**config.mk**
```make
export PLATFORM = sky130hd
export DESIGN_NAME = pe_ws_dbuf_flat
export DESIGN_NICKNAME = d
export VERILOG_FILES = /design/src/rtl/pe_pkg.sv /design/src/rtl/pe_ws_dbuf_if.sv /design/src/rtl/pe_mac.sv /design/src/rtl/pe_ws_dbuf.sv /design/src/flat_wrapper.sv
export SDC_FILE = /design/constraint.sdc
export NUM_CORES = 1
export LEC_CHECK = 0
export CORE_MARGIN = 1
export CORE_UTILIZATION = 40
export CTS_BUF_LIST = sky130_fd_sc_hd__clkbuf_4 sky130_fd_sc_hd__clkbuf_8
export DETAILED_ROUTE_END_ITERATION = 8
export SETUP_SLACK_MARGIN = 0.1
export SLEW_MARGIN = 20
export SYNTH_ARGS = -nofsm -noshare
export SYNTH_HDL_FRONTEND = slang
export SYNTH_SLANG_ARGS = --single-unit
```
**constraint.sdc**
```tcl
create_clock -name clk -period 8.3 [get_ports clk]
set_clock_uncertainty 0.05 [all_clocks]
set_input_delay 1.66 -clock clk [delete_from_list [all_inputs] [get_ports clk]]
set_output_delay 1.66 -clock clk [all_outputs]
set_load 0.05 [all_outputs]
```
**src/rtl/pe_pkg.sv**
```systemverilog
// Shared definitions for the weight-stationary PE: mode encoding and a
// width-parametrised signed saturating adder.
package pe_pkg;

  typedef logic [1:0] mode_t;

  localparam mode_t MODE_IDLE    = 2'b00;
  localparam mode_t MODE_LOAD    = 2'b01;
  localparam mode_t MODE_COMPUTE = 2'b10;

  localparam int SAT_MAX_W = 64;

  // Operands arrive sign-extended to SAT_MAX_W; the result is clamped to the
  // signed range of a w-bit word (w <= SAT_MAX_W).
  function automatic logic signed [SAT_MAX_W-1:0] sat_add(
    input logic signed [SAT_MAX_W-1:0] a,
    input logic signed [SAT_MAX_W-1:0] b,
    input int                          w
  );
    logic signed [SAT_MAX_W:0] sum;
    logic signed [SAT_MAX_W:0] one;
    logic signed [SAT_MAX_W:0] hi;
    logic signed [SAT_MAX_W:0] lo;
    one = (SAT_MAX_W+1)'(1);
    sum = {a[SAT_MAX_W-1], a} + {b[SAT_MAX_W-1], b};
    hi  = (one <<< (w - 1)) - one;
    lo  = -(one <<< (w - 1));
    if (sum > hi)
      return hi[SAT_MAX_W-1:0];
    else if (sum < lo)
      return lo[SAT_MAX_W-1:0];
    else
      return sum[SAT_MAX_W-1:0];
  endfunction

endpackage

```
**src/rtl/pe_ws_dbuf_if.sv**
```systemverilog
// Neighbour-port bundle of the weight-stationary PE. The master side drives
// the i_* signals, the PE (slave) drives the o_* signals.
interface pe_ws_dbuf_if
  import pe_pkg::*;
#(
  parameter int DATA_W = 16,
  parameter int ACC_W  = 32
);
  mode_t                     i_mode;
  logic                      i_top_valid;
  logic signed [ACC_W-1:0]   i_top;
  logic                      i_left_valid;
  logic signed [DATA_W-1:0]  i_left;
  logic                      i_swap;
  logic                      o_bot_valid;
  logic signed [ACC_W-1:0]   o_bot;
  logic                      o_right_valid;
  logic signed [DATA_W-1:0]  o_right;
  logic                      o_swap;
  logic                      o_shadow_full;

  modport master (
    output i_mode, i_top_valid, i_top, i_left_valid, i_left, i_swap,
    input  o_bot_valid, o_bot, o_right_valid, o_right, o_swap, o_shadow_full
  );

  modport slave (
    input  i_mode, i_top_valid, i_top, i_left_valid, i_left, i_swap,
    output o_bot_valid, o_bot, o_right_valid, o_right, o_swap, o_shadow_full
  );
endinterface

```
**src/rtl/pe_mac.sv**
```systemverilog
// Combinational signed MAC: psum + act*weight at full product width.
// Build option: define PE_SAT_EN to saturate the addition instead of wrapping.
module pe_mac
  import pe_pkg::*;
#(
  parameter int DATA_W = 16,
  parameter int ACC_W  = 32
) (
  input  logic signed [DATA_W-1:0] act,
  input  logic signed [DATA_W-1:0] weight,
  input  logic signed [ACC_W-1:0]  psum,
  output logic signed [ACC_W-1:0]  sum
);
  logic signed [2*DATA_W-1:0] prod;
  logic signed [ACC_W-1:0]    prod_ext;

  assign prod     = act * weight;
  assign prod_ext = ACC_W'(prod);

`ifdef PE_SAT_EN
  assign sum = ACC_W'(sat_add(SAT_MAX_W'(psum), SAT_MAX_W'(prod_ext), ACC_W));
`else
  assign sum = psum + prod_ext;
`endif

endmodule

```
**src/rtl/pe_ws_dbuf.sv**
```systemverilog
// Weight-stationary systolic PE with shadow/active weight double buffer and
// a forwarded swap token. Build option: PE_SAT_EN (saturating accumulate).
module pe_ws_dbuf
  import pe_pkg::*;
#(
  parameter int DATA_W = 16,
  parameter int ACC_W  = 32
) (
  input logic         clk,
  input logic         rst,
  pe_ws_dbuf_if.slave bus
);
  logic signed [DATA_W-1:0] active_p0;
  logic signed [DATA_W-1:0] shadow_p0;
  logic                     shadow_full_p0;
  logic signed [ACC_W-1:0]  bot_p0;
  logic                     vld_bot_p0;
  logic signed [DATA_W-1:0] right_p0;
  logic                     vld_right_p0;
  logic                     swap_p0;

  logic signed [ACC_W-1:0]  psum_in;
  logic signed [ACC_W-1:0]  mac_sum;

  // Missing top valid means this is the first row: start from a zero psum.
  assign psum_in = bus.i_top_valid ? bus.i_top : '0;

  pe_mac #(
    .DATA_W (DATA_W),
    .ACC_W  (ACC_W)
  ) u_mac (
    .act    (bus.i_left),
    .weight (active_p0),
    .psum   (psum_in),
    .sum    (mac_sum)
  );

  // Input -> output register stage
  always_ff @(posedge clk) begin
    if (rst) begin
      active_p0      <= '0;
      shadow_p0      <= '0;
      shadow_full_p0 <= 1'b0;
      bot_p0         <= '0;
      vld_bot_p0     <= 1'b0;
      right_p0       <= '0;
      vld_right_p0   <= 1'b0;
      swap_p0        <= 1'b0;
    end else begin
      right_p0     <= bus.i_left;
      vld_right_p0 <= bus.i_left_valid;
      swap_p0      <= bus.i_swap;
      vld_bot_p0   <= 1'b0;

      // A load in the same cycle overrides the flag clear below.
      if (bus.i_swap && shadow_full_p0) begin
        active_p0      <= shadow_p0;
        shadow_full_p0 <= 1'b0;
      end

      case (bus.i_mode)
        MODE_LOAD: begin
          if (bus.i_top_valid) begin
            shadow_p0      <= bus.i_top[DATA_W-1:0];
            shadow_full_p0 <= 1'b1;
            bot_p0         <= {{(ACC_W-DATA_W){1'b0}}, shadow_p0};
            vld_bot_p0     <= 1'b1;
          end
        end
        MODE_COMPUTE: begin
          if (bus.i_left_valid) begin
            bot_p0     <= mac_sum;
            vld_bot_p0 <= 1'b1;
          end
        end
        default: begin
        end
      endcase
    end
  end

  assign bus.o_bot_valid   = vld_bot_p0;
  assign bus.o_bot         = bot_p0;
  assign bus.o_right_valid = vld_right_p0;
  assign bus.o_right       = right_p0;
  assign bus.o_swap        = swap_p0;
  assign bus.o_shadow_full = shadow_full_p0;

endmodule

```
**src/flat_wrapper.sv**
```systemverilog
// flat-port wrapper written by rule: the top's interface ports become plain ports
module pe_ws_dbuf_flat import pe_pkg::*;
#(
  parameter int DATA_W = 16,
  parameter int ACC_W  = 32
)
  (clk, rst, bus_i_mode, bus_i_top_valid, bus_i_top, bus_i_left_valid, bus_i_left, bus_i_swap, bus_o_bot_valid, bus_o_bot, bus_o_right_valid, bus_o_right, bus_o_swap, bus_o_shadow_full);
  pe_ws_dbuf_if #(.DATA_W(DATA_W), .ACC_W(ACC_W)) bus_i ();
  input logic clk;
  input logic rst;
  input wire logic [$bits(bus_i.i_mode)-1:0] bus_i_mode;
  input wire logic [$bits(bus_i.i_top_valid)-1:0] bus_i_top_valid;
  input wire logic [$bits(bus_i.i_top)-1:0] bus_i_top;
  input wire logic [$bits(bus_i.i_left_valid)-1:0] bus_i_left_valid;
  input wire logic [$bits(bus_i.i_left)-1:0] bus_i_left;
  input wire logic [$bits(bus_i.i_swap)-1:0] bus_i_swap;
  output wire logic [$bits(bus_i.o_bot_valid)-1:0] bus_o_bot_valid;
  output wire logic [$bits(bus_i.o_bot)-1:0] bus_o_bot;
  output wire logic [$bits(bus_i.o_right_valid)-1:0] bus_o_right_valid;
  output wire logic [$bits(bus_i.o_right)-1:0] bus_o_right;
  output wire logic [$bits(bus_i.o_swap)-1:0] bus_o_swap;
  output wire logic [$bits(bus_i.o_shadow_full)-1:0] bus_o_shadow_full;
  assign bus_i.i_mode = bus_i_mode;
  assign bus_i.i_top_valid = bus_i_top_valid;
  assign bus_i.i_top = bus_i_top;
  assign bus_i.i_left_valid = bus_i_left_valid;
  assign bus_i.i_left = bus_i_left;
  assign bus_i.i_swap = bus_i_swap;
  assign bus_o_bot_valid = bus_i.o_bot_valid;
  assign bus_o_bot = bus_i.o_bot;
  assign bus_o_right_valid = bus_i.o_right_valid;
  assign bus_o_right = bus_i.o_right;
  assign bus_o_swap = bus_i.o_swap;
  assign bus_o_shadow_full = bus_i.o_shadow_full;
  pe_ws_dbuf #(.DATA_W(DATA_W), .ACC_W(ACC_W)) u_core (.clk(clk), .rst(rst), .bus(bus_i));
endmodule
```
# Word level (Yosys, flattened, before mapping)
# Cells that the tools add are included.
[totals] regBits=84 latchBits=0 ramBits=0 rom_bits=0 inputBits=55 out_inout_bits=52 word_cells=28 memories=0
[classes] add_sub_neg=1 mul=1 n_div=0 order_cmp=0 eq_ne=4 shifts=0 muxes=10 bitwise=0 reduce_logical=4
[op_table] operator="$mux 32" n=3
[op_table] operator="$pmux 32 s2" n=1
[op_table] operator="$add 32x32->32" n=1
[op_table] operator="$mul 16x16->32" n=1
[op_table] operator="$mux 1" n=5
[op_table] operator="$ne 2x2->1 const B" n=2
[op_table] operator="$reduce_and 3->1" n=1
[op_table] operator="$eq 2x1->1 const B" n=1
[op_table] operator="$eq 2x2->1 const B" n=1
[op_table] operator="$pmux 1 s2" n=1
[op_table] operator="$reduce_and 2->1" n=1
[op_table] operator="$reduce_bool 2->1" n=1
[op_table] operator="$logic_and 1x1->1" n=1

# Logic depth before layout (Yosys ltp)
# Gate-level depths: netlist of the first run.
[logic_depth] depth_word=4 ltp_mapped=24 ltp_nobuf=22

# Hierarchy
# From an unflattened synthesis of the first run, not the netlist that was laid out.
[unflattened] hier_cells=1569 hier_area_um2=14281.2
[by_module_without_submodules] module="pe_mac" n_inst=1 cells_each=1193 area_each_um2=10896.7 seq_area_each_um2=0.0
[by_module_without_submodules] module="pe_ws_dbuf" n_inst=1 cells_each=376 area_each_um2=3384.5 seq_area_each_um2=1681.6

# Least setup slack after synthesis of the first run
# Ideal clock, no wire load.
[synth_path] path_type="input port to flip-flop" start="in bus_i_left[15]" end="reg u_core.bot_p0[28], in the netlist u_core.bus.o_bot[28]" setup_ps=117 arrival_ps=7111 required_time_ps=8133 setup_slack_ps=1022 path_stages=21 n_path_buf=1 path_cell_list="clkbuf_1 > nand2_1 > inv_1 > fa_1 > inv_1 > fa_1 > inv_1 > fa_1 > fa_1 > fa_1 > inv_1 > fa_1 > inv_1 > ha_1 > o31a_1 > o21a_1 > o22ai_1 > o2bb2a_1 > nand3_1 > or2_1 > a32o_1"
[synth_between] elab_chain_cells=4
[synth_lines] item="from (decl)" line_no="flat_wrapper.sv:15" source="input wire logic [$bits(bus_i.i_left)-1:0] bus_i_left;"
[synth_lines] item="$mul 16x16->32" line_no="pe_mac.sv:17" source="assign prod = act * weight;"
[synth_lines] item="$add 32x32->32" line_no="pe_mac.sv:23" source="assign sum = psum + prod_ext;"
[synth_lines] item="$mux 32" line_no="pe_ws_dbuf.sv:71" source="if (bus.i_left_valid) begin"
[synth_lines] item="$pmux 32 s2" line_no="pe_ws_dbuf.sv:61" source="case (bus.i_mode)"
[synth_lines] item="to (signal assigned)" line_no="pe_ws_dbuf.sv:66" source="bot_p0 <= {{(ACC_W-DATA_W){1'b0}}, shadow_p0};"
[synth_lines] item="to (signal assigned)" line_no="pe_ws_dbuf.sv:72" source="bot_p0 <= mac_sum;"
[synth_lines] item="to (decl)" line_no="pe_ws_dbuf.sv:16" source="logic signed [ACC_W-1:0] bot_p0;"
# Every way passes these cells. The select of a mux whose other input is x is not followed.
# A chain may end at the register's enable or synchronous reset.

# Worst setup path in the final report of the first run
[layout_path] start="in bus_i_left[7]" end="reg u_core.bot_p0[24], in the netlist u_core.bus.o_bot[24]"
# The elaborated chain is that of the path after synthesis.

==> out/results.txt, run 1 <==
run status = complete, no violations
unrepaired setup endpoints after global routing = no
Critical Path Start Type = input port
Clock Tree Buf Depth = 2
share of synthesized registers carrying an async set or reset = 0%
Finish-stage setup viols = 0
cell taking the most area after synthesis = sky130_fd_sc_hd__fa_1
buffers inserted during post-CTS setup optimization = 0
number of core rows = 68
Synth Instances = 1536
post-route minimum period = 7.759 ns
top cells by area, synth = sky130_fd_sc_hd__fa_1 (42%), sky130_fd_sc_hd__dfxtp_1 (12%), sky130_fd_sc_hd__inv_1 (9.1%)
area taken by flip-flops and latches = 1682 um2
Setup WS pre-CTS = 0.1677 ns
maximum operating frequency = 128.9 MHz
Die ar. = 35630 um2
most common library cells after synthesis = sky130_fd_sc_hd__inv_1 (337), sky130_fd_sc_hd__fa_1 (292), sky130_fd_sc_hd__nand2_1 (211)
post-route fraction of the period consumed by the critical path = 93.48%
standard cell with the maximum stage delay on the critical path = sky130_fd_sc_hd__clkdlybuf4s50_1
# fillers = 3407
chip height = 188.8 um
clock-pin transition on the worst setup and hold timing paths = 0.10 ns
slew at the pin closest to its max-slew limit = 0.9518 ns
Initial Utilization = 40.49%
DRC errors left = 0
launch point of the worst path = bus_i_left[7]
cts hold-fix bufs = 0
max-slew violations = 0
number of nets still failing antenna checks after routing = 0
clock tree from TritonCTS = done
worst min-delay path class = flop to flop
area share of the leading cell type in the synthesized netlist = 41.90%
I/O Buffers = 106
worst rel slew slack = 36.46%
DRC violation total after the first TritonRoute iteration = 497
remaining global-route overflow = 0
post-synth cell types = 54
Clock Root Buffer = sky130_fd_sc_hd__clkbuf_8
most used flip-flop cell after synthesis = sky130_fd_sc_hd__dfxtp_1
start of the worst register-to-register path = u_core.active_p0[7]
cells along the critical path = clkdlybuf4s50_1, and2_1, fa_1, inv_1, fa_1, fa_1, fa_1, inv_1, fa_1, inv_1, fa_1, inv_1, ha_1, a21oi_1, o21ai_0, a21oi_1, o21a_2, o21ai_1, o41a_1, xnor2_1, o21ai_1
global-route wire length before repair = 60620 um
CP dominant cell by count = sky130_fd_sc_hd__fa_1
number of synthesized register bits = 84
overall fraction of global-route tracks in use = 22.08%
area of the core = 34460 um2
CTS sink count = 84
final design utilization = 45.85%
post-cts repair resize count = 0
pin count of the biggest net entering global routing = 77
vias after detailed routing = 10.23k
leakage power = 7.804 nW
total half-perimeter wirelength after legalization and detailed placement = 29610 um
type of the worst setup path = input port to flop
CP Capture Type = flop
nets in the synthesized netlist = 1983
number of hold-slack violations in the final timing report = 0
DR pass1 iterations = 4
Max rail drop VDD = 0.00007580 V
area of the multi-input gates = 10780 um2
Worst Reg2Reg Path Length in Cells = 21
Post-synth EDFFs = 0
CTS H-Tree Depth = 3
number of inserted diodes = 0
antenna violations before repair = 0
count of yosys warnings during synthesis = 0
post-route worst setup slack = 0.5410 ns
routability-driven placement congestion ratio = 0.8635
most repeated cell in the gate-level netlist after synthesis = sky130_fd_sc_hd__inv_1
area growth from synthesis to final layout = 13.23%
Worst Path Max Fanout = 13
# IOs = 107
register area share after synthesis = 12.05%
syn avg cell area = 9.083 um2
Data required, critical path = 8.52 ns
die width = 188.8 um
layout cells sized above 1 = 3.624%
setup tns final = 0 ns
clock latency reported for the late side of the worst-skew pair = 0.38 ns
PwrDens = 65.65 nW/um2
slowest cell delay on critical path = 0.73 ns
via count of the first global-routing pass = 11.54k
area of the mapped netlist = 13950 um2
Via-to-Cell Ratio = 4.910
final routed wire length divided by cell count = 17.47 um
worst hold start = u_core.active_p0[2]
total wire length after detailed routing = 36390 um
number of cells traversed by the worst hold path = 2
critical path arrival = 7.98 ns
number of buffers created by CTS = 9
number of nets at the end of the flow = 2071
max capacitance violation total = 0
[cell families (layout without fill, tap and decap cells)]
kind of cell,Yosys count,in the layout,share of synthesized area (%)
adders and majority gates,392,392,50.87
buffers and inverters,398,490,10.73
AOI/OAI and AO/OA,143,143,6.627
xor gates and xnor gates,35,35,2.197
muxes,14,14,1.040
DFF,84,84,12.05
and+or+nand+nor,470,470,16.48
[state kept, by name, indices dropped and copies added (netlist names)]
register                  count
u_core.active_p0             16
u_core.bus.o_bot             32
u_core.bus.o_bot_valid        1
u_core.bus.o_right           16
u_core.bus.o_right_valid      1
u_core.bus.o_shadow_full      1
u_core.bus.o_swap             1
u_core.shadow_p0             16
[worst max-delay path, delay by kind of cell]
kind                       cells  cell delay (ns)
buffers and inverters          5             0.92
AOI/OAI and AO/OA              7             1.45
adders and majority gates      7             3.35
and+or+nand+nor                1             0.35
xor gates and xnor gates       1             0.24
[cells in the final DEF, fill, tap and decap left out, drive strengths merged, types with 3 or more instances in the layout]
master / count
o211ai: 3
clkdlybuf4s50: 105
nand3: 9
and2: 154
nand2: 211
xnor2: 27
nor2: 43
dfxtp: 84
a211oi: 17
a31oi: 5
a21boi: 5
fa: 292
ha: 100
mux2i: 13
o21a: 5
a22oi: 7
xor2: 8
o21bai: 3
nor2b: 24
o21ai: 24
clkbuf: 10
or3: 3
a21oi: 57
nand2b: 14
nor3: 5
a21o: 6
buf: 33
inv: 337
[final timing paths]
path | end | slack [ns]
min reg2reg | u_core.active_p0[2] | 0.41
max | u_core.bus.o_bot[24] | 0.54
min | u_core.active_p0[2] | 0.41
max reg2reg | u_core.bus.o_bot[24] | 1.90
[final cells by class]
type,count,area share [%]
clock buffer,10,0.8316
timing repair buffer,138,8.205
inverter,337,8.007
tap,455,3.604
multi-input combinational,1054,68.22
sequential,84,10.64
clock inverter,5,0.4910
[per-layer routing]
layer	vias to the layer above	global-route usage, %	wire length [um]
met3	69	2.235	1206
met4	0	7.475	1236
met5	-	0	0
met2	242	40.27	19120
li1	4745	-	-
met1	5171	27.03	14820
[report_power, final]
group	switching (mW)	internal, mW
combinational	0.175	0.110
clock	0.155	0.170
sequential	0.00883	0.418
[per-stage QoR]
step	cell area, um2	instances	power (mW)	hold slack (ns)
after global routing	15800	2083	1.092	0.4223
after global placement	15590	2068	0.7215	0.3924
final	15800	2083	1.037	0.4104
after detailed placement	15590	2068	0.7227	0.3970
after CTS	15800	2083	1.048	0.4109
after floorplan	13950	1536	0.6072	0.3906
(Power assumes the default switching activity.)
==> run 2: changes to the inputs <==
--- a/config.mk
+++ b/config.mk
@@ -5,7 +5,6 @@
 export SDC_FILE = /design/constraint.sdc
 export NUM_CORES = 1
 export LEC_CHECK = 0
-export CORE_MARGIN = 1
 export CORE_UTILIZATION = 40
 export CTS_BUF_LIST = sky130_fd_sc_hd__clkbuf_4 sky130_fd_sc_hd__clkbuf_8
 export DETAILED_ROUTE_END_ITERATION = 8
==> results of run 2 <==
No change in the layout: final DEF, timing and power equal those of run 1.
==> run 3: changes to the inputs <==
--- a/config.mk
+++ b/config.mk
@@ -12,4 +12,5 @@
 export SLEW_MARGIN = 20
 export SYNTH_ARGS = -nofsm -noshare
 export SYNTH_HDL_FRONTEND = slang
+export SYNTH_HIERARCHICAL = 1
 export SYNTH_SLANG_ARGS = --single-unit
==> run 3 against run 2 <==
Cell area up 2.0%. Clock-buffer cell count down 1. Non-clock buffer count is 3 higher. Worst setup slack got worse by 0.094 ns. Largest power group unchanged. Highest routed layer unchanged. Combinational power grew 6%. Critical path type unchanged. Sequential share of layout area down 0.20 points. Wire length up 0.45%. Register-to-register slack worse by 0.44 ns. Flip-flop and latch count is the same. Via count rose by 3.3%.
==> out/results.txt, run 3 <==
kind of cell adding the most delay to the critical path = adder cells
area growth from synthesis to final layout = 12.78%
post-route fraction of the period consumed by the critical path = 94.62%
post-cts repair resize count = 0
count of yosys warnings during synthesis = 6
Synth Instances = 1569
most repeated cell in the gate-level netlist after synthesis = sky130_fd_sc_hd__inv_1
share of synthesized registers carrying an async set or reset = 0%
leading cell types in the layout, fill and taps excluded = sky130_fd_sc_hd__inv_1 (346), sky130_fd_sc_hd__fa_1 (292), sky130_fd_sc_hd__nand2_1 (202), sky130_fd_sc_hd__and2_1 (154), sky130_fd_sc_hd__clkdlybuf4s50_1 (102)
Setup WS pre-CTS = -0.03833 ns
cts hold-fix bufs = 0
Post-Layout Cell Count = 2117
CP Capture Type = flop
CTS H-Tree Depth = 3
vias after detailed routing = 10.57k
Die ar. = 36460 um2
xor-xnor portion of the synthesized cell area = 2.392%
syn avg cell area = 9.102 um2
cells along the critical path = clkdlybuf4s50_1, nand2_1, inv_1, fa_1, inv_1, fa_1, inv_1, fa_1, fa_1, fa_1, inv_1, fa_1, inv_1, ha_1, and4_4, and2_4, a32oi_2, o31ai_2, o21ai_2, nor2_2, a2111oi_4, xnor2_1, nand4_1, a21oi_1
standard cell with the maximum stage delay on the critical path = sky130_fd_sc_hd__clkdlybuf4s50_1
nets in the synthesized netlist = 2017
max-slew violations = 0
clock latency reported for the late side of the worst-skew pair = 0.40 ns
leakage power = 7.839 nW
Synth Area in Compound Gates = 7.824%
number of nets at the end of the flow = 2105
run status = complete, no violations
combinational family with the most area after synthesis = adder cells
DRC errors left = 0
Max rail drop VDD = 0.00008615 V
most common cell after layout, fill and taps aside = sky130_fd_sc_hd__inv_1
routability-driven placement congestion ratio = 0.8663
Via-to-Cell Ratio = 4.991
register area share after synthesis = 11.78%
DRC violation total after the first TritonRoute iteration = 511
via count of the first global-routing pass = 11.66k
slowest cell delay on critical path = 0.58 ns
number of core rows = 68
type of the worst setup path = input port to flop
number of hold-slack violations in the final timing report = 0
maximum operating frequency = 127.3 MHz
die width = 191.0 um
Clock Root Buffer = sky130_fd_sc_hd__clkbuf_8
Post-synth EDFFs = 0
total half-perimeter wirelength after legalization and detailed placement = 29710 um
most common library cells after synthesis = sky130_fd_sc_hd__inv_1 (346), sky130_fd_sc_hd__fa_1 (292), sky130_fd_sc_hd__nand2_1 (202)
buffers inserted during post-CTS setup optimization = 0
area of the mapped netlist = 14280 um2
layout cells sized above 1 = 4.753%
number of inserted diodes = 0
area share of the leading cell type in the synthesized netlist = 40.93%
number of nets still failing antenna checks after routing = 0
logic depth of the worst path, buffers included = 24
antenna violations before repair = 1
cell count after placement = 2101
Critical path buffers and inverters = 6
unrepaired setup endpoints after global routing = no
Worst Path Max Fanout = 7
Finish-stage setup viols = 0
total wire length after detailed routing = 36550 um
number of flip-flops in the largest register = 32
global-route wire length before repair = 59820 um
overall fraction of global-route tracks in use = 21.47%
number of synthesized register bits = 84
critical path arrival = 8.13 ns
most used flip-flop cell after synthesis = sky130_fd_sc_hd__dfxtp_1
worst rel slew slack = 34.49%
final routed wire length divided by cell count = 17.26 um
remaining global-route overflow = 0
post-route worst setup slack = 0.4465 ns
Clock Tree Buf Depth = 2
area of the core = 34800 um2
worst min-delay path class = flop to flop
Data required, critical path = 8.57 ns
PwrDens = 64.97 nW/um2
Initial Utilization = 41.04%
mux cell area share after synthesis = 1.384%
Critical Path Start Type = input port
Worst Reg2Reg Path Length in Cells = 23
post-route minimum period = 7.853 ns
chip height = 191.0 um
clock-pin transition on the worst setup and hold timing paths = 0.09 ns
area share of and/or/nand/nor cells after synthesis = 15.73%
top cells by area, synth = sky130_fd_sc_hd__fa_1 (41%), sky130_fd_sc_hd__dfxtp_1 (12%), sky130_fd_sc_hd__inv_1 (9.1%)
setup tns final = 0 ns
CP dominant cell by count = sky130_fd_sc_hd__fa_1
number of buffers created by CTS = 9
post-synth cell types = 52
max capacitance violation total = 0
# IOs = 107
pin count of the biggest net entering global routing = 85
cell taking the most area after synthesis = sky130_fd_sc_hd__fa_1
slew at the pin closest to its max-slew limit = 0.9826 ns
Post-Synth Adder-Cell Area = 49.78%
DR pass1 iterations = 5
I/O Buffers = 106
number of cells traversed by the worst hold path = 2
clock tree from TritonCTS = done
CTS sink count = 84
-- run 3: final cells by class --
| class | count | area, um2 |
|---|---|---|
| fillers | 3408 | 18690 |
| inverters | 346 | 1299 |
| well taps | 455 | 569.3 |
| flip-flops and latches | 84 | 1682 |
| clock buffers | 9 | 123.9 |
| clock inverters | 7 | 80.08 |
| multi-input cells | 1075 | 11010 |
| repair buffers | 141 | 1339 |
-- run 3: power by group --
| group | total [mW] | leakage (nW) | switching (mW) | internal (mW) |
|---|---|---|---|---|
| sequential | 0.427 | 0.686 | 0.00883 | 0.418 |
| combinational | 0.300 | 7.05 | 0.183 | 0.117 |
| clock | 0.320 | 0.102 | 0.177 | 0.143 |
| total | 1.05 | 7.84 | 0.369 | 0.678 |
-- run 3: logic make-up after synthesis --
logic type / count (synthesis)
buffers and inverters: 410
AOI/OAI and AO/OA: 176
xor gates and xnor gates: 39
adders and majority gates: 393
DFF: 84
muxes: 18
and+or+nand+nor: 449
-- run 3: through the flow --
step           power [mW]  utilization, %  hold slack (ns)  instance area (um2)
3_5_place_dp       0.7374           45.68           0.4128                15900
2_1_floorplan      0.6228               -           0.3944                14280
6_report            1.047           46.29           0.4322                16110
4_1_cts             1.059           46.26           0.4313                16100
3_3_place_gp       0.7349           45.67           0.4019                15890
5_1_grt             1.103           46.29           0.4482                16110
-- run 3: worst reg2reg max path, cell delays in order, from the launching register on --
cell                        delay, ns
sky130_fd_sc_hd__dfxtp_1         0.89
sky130_fd_sc_hd__nand2_1         0.21
sky130_fd_sc_hd__inv_1           0.18
sky130_fd_sc_hd__fa_1            0.48
sky130_fd_sc_hd__inv_1           0.12
sky130_fd_sc_hd__fa_1            0.46
sky130_fd_sc_hd__inv_1           0.30
sky130_fd_sc_hd__fa_1            0.50
sky130_fd_sc_hd__fa_1            0.50
sky130_fd_sc_hd__fa_1            0.49
sky130_fd_sc_hd__inv_1           0.05
sky130_fd_sc_hd__fa_1            0.47
sky130_fd_sc_hd__inv_1           0.04
sky130_fd_sc_hd__ha_1            0.32
sky130_fd_sc_hd__and4_4          0.21
sky130_fd_sc_hd__and2_4          0.17
sky130_fd_sc_hd__a32oi_2         0.18
sky130_fd_sc_hd__o31ai_2         0.13
sky130_fd_sc_hd__o21ai_2         0.19
sky130_fd_sc_hd__nor2_2          0.07
sky130_fd_sc_hd__a2111oi_4       0.32
sky130_fd_sc_hd__xnor2_1         0.16
sky130_fd_sc_hd__nand4_1         0.10
sky130_fd_sc_hd__a21oi_1         0.17
-- run 3: worst paths after layout --
kind	startpoint	end	slack, ns
setup / recovery	bus_i_left[15]	u_core/bus.o_bot[31]	0.45
hold / removal	u_core/bus.o_bot[19]	u_core/bus.o_bot[19]	0.43
setup reg to reg	u_core/active_p0[1]	u_core/bus.o_bot[31]	1.46
hold reg to reg	u_core/bus.o_bot[19]	u_core/bus.o_bot[19]	0.43
-- run 3: routing by layer --
layer	routed length [um]	vias to the layer above	track usage [%]
met5	0	-	0
met4	1336	0	8.677
met3	1162	70	2.221
met2	19090	227	39.38
met1	14960	5376	25.43
li1	-	4894	-
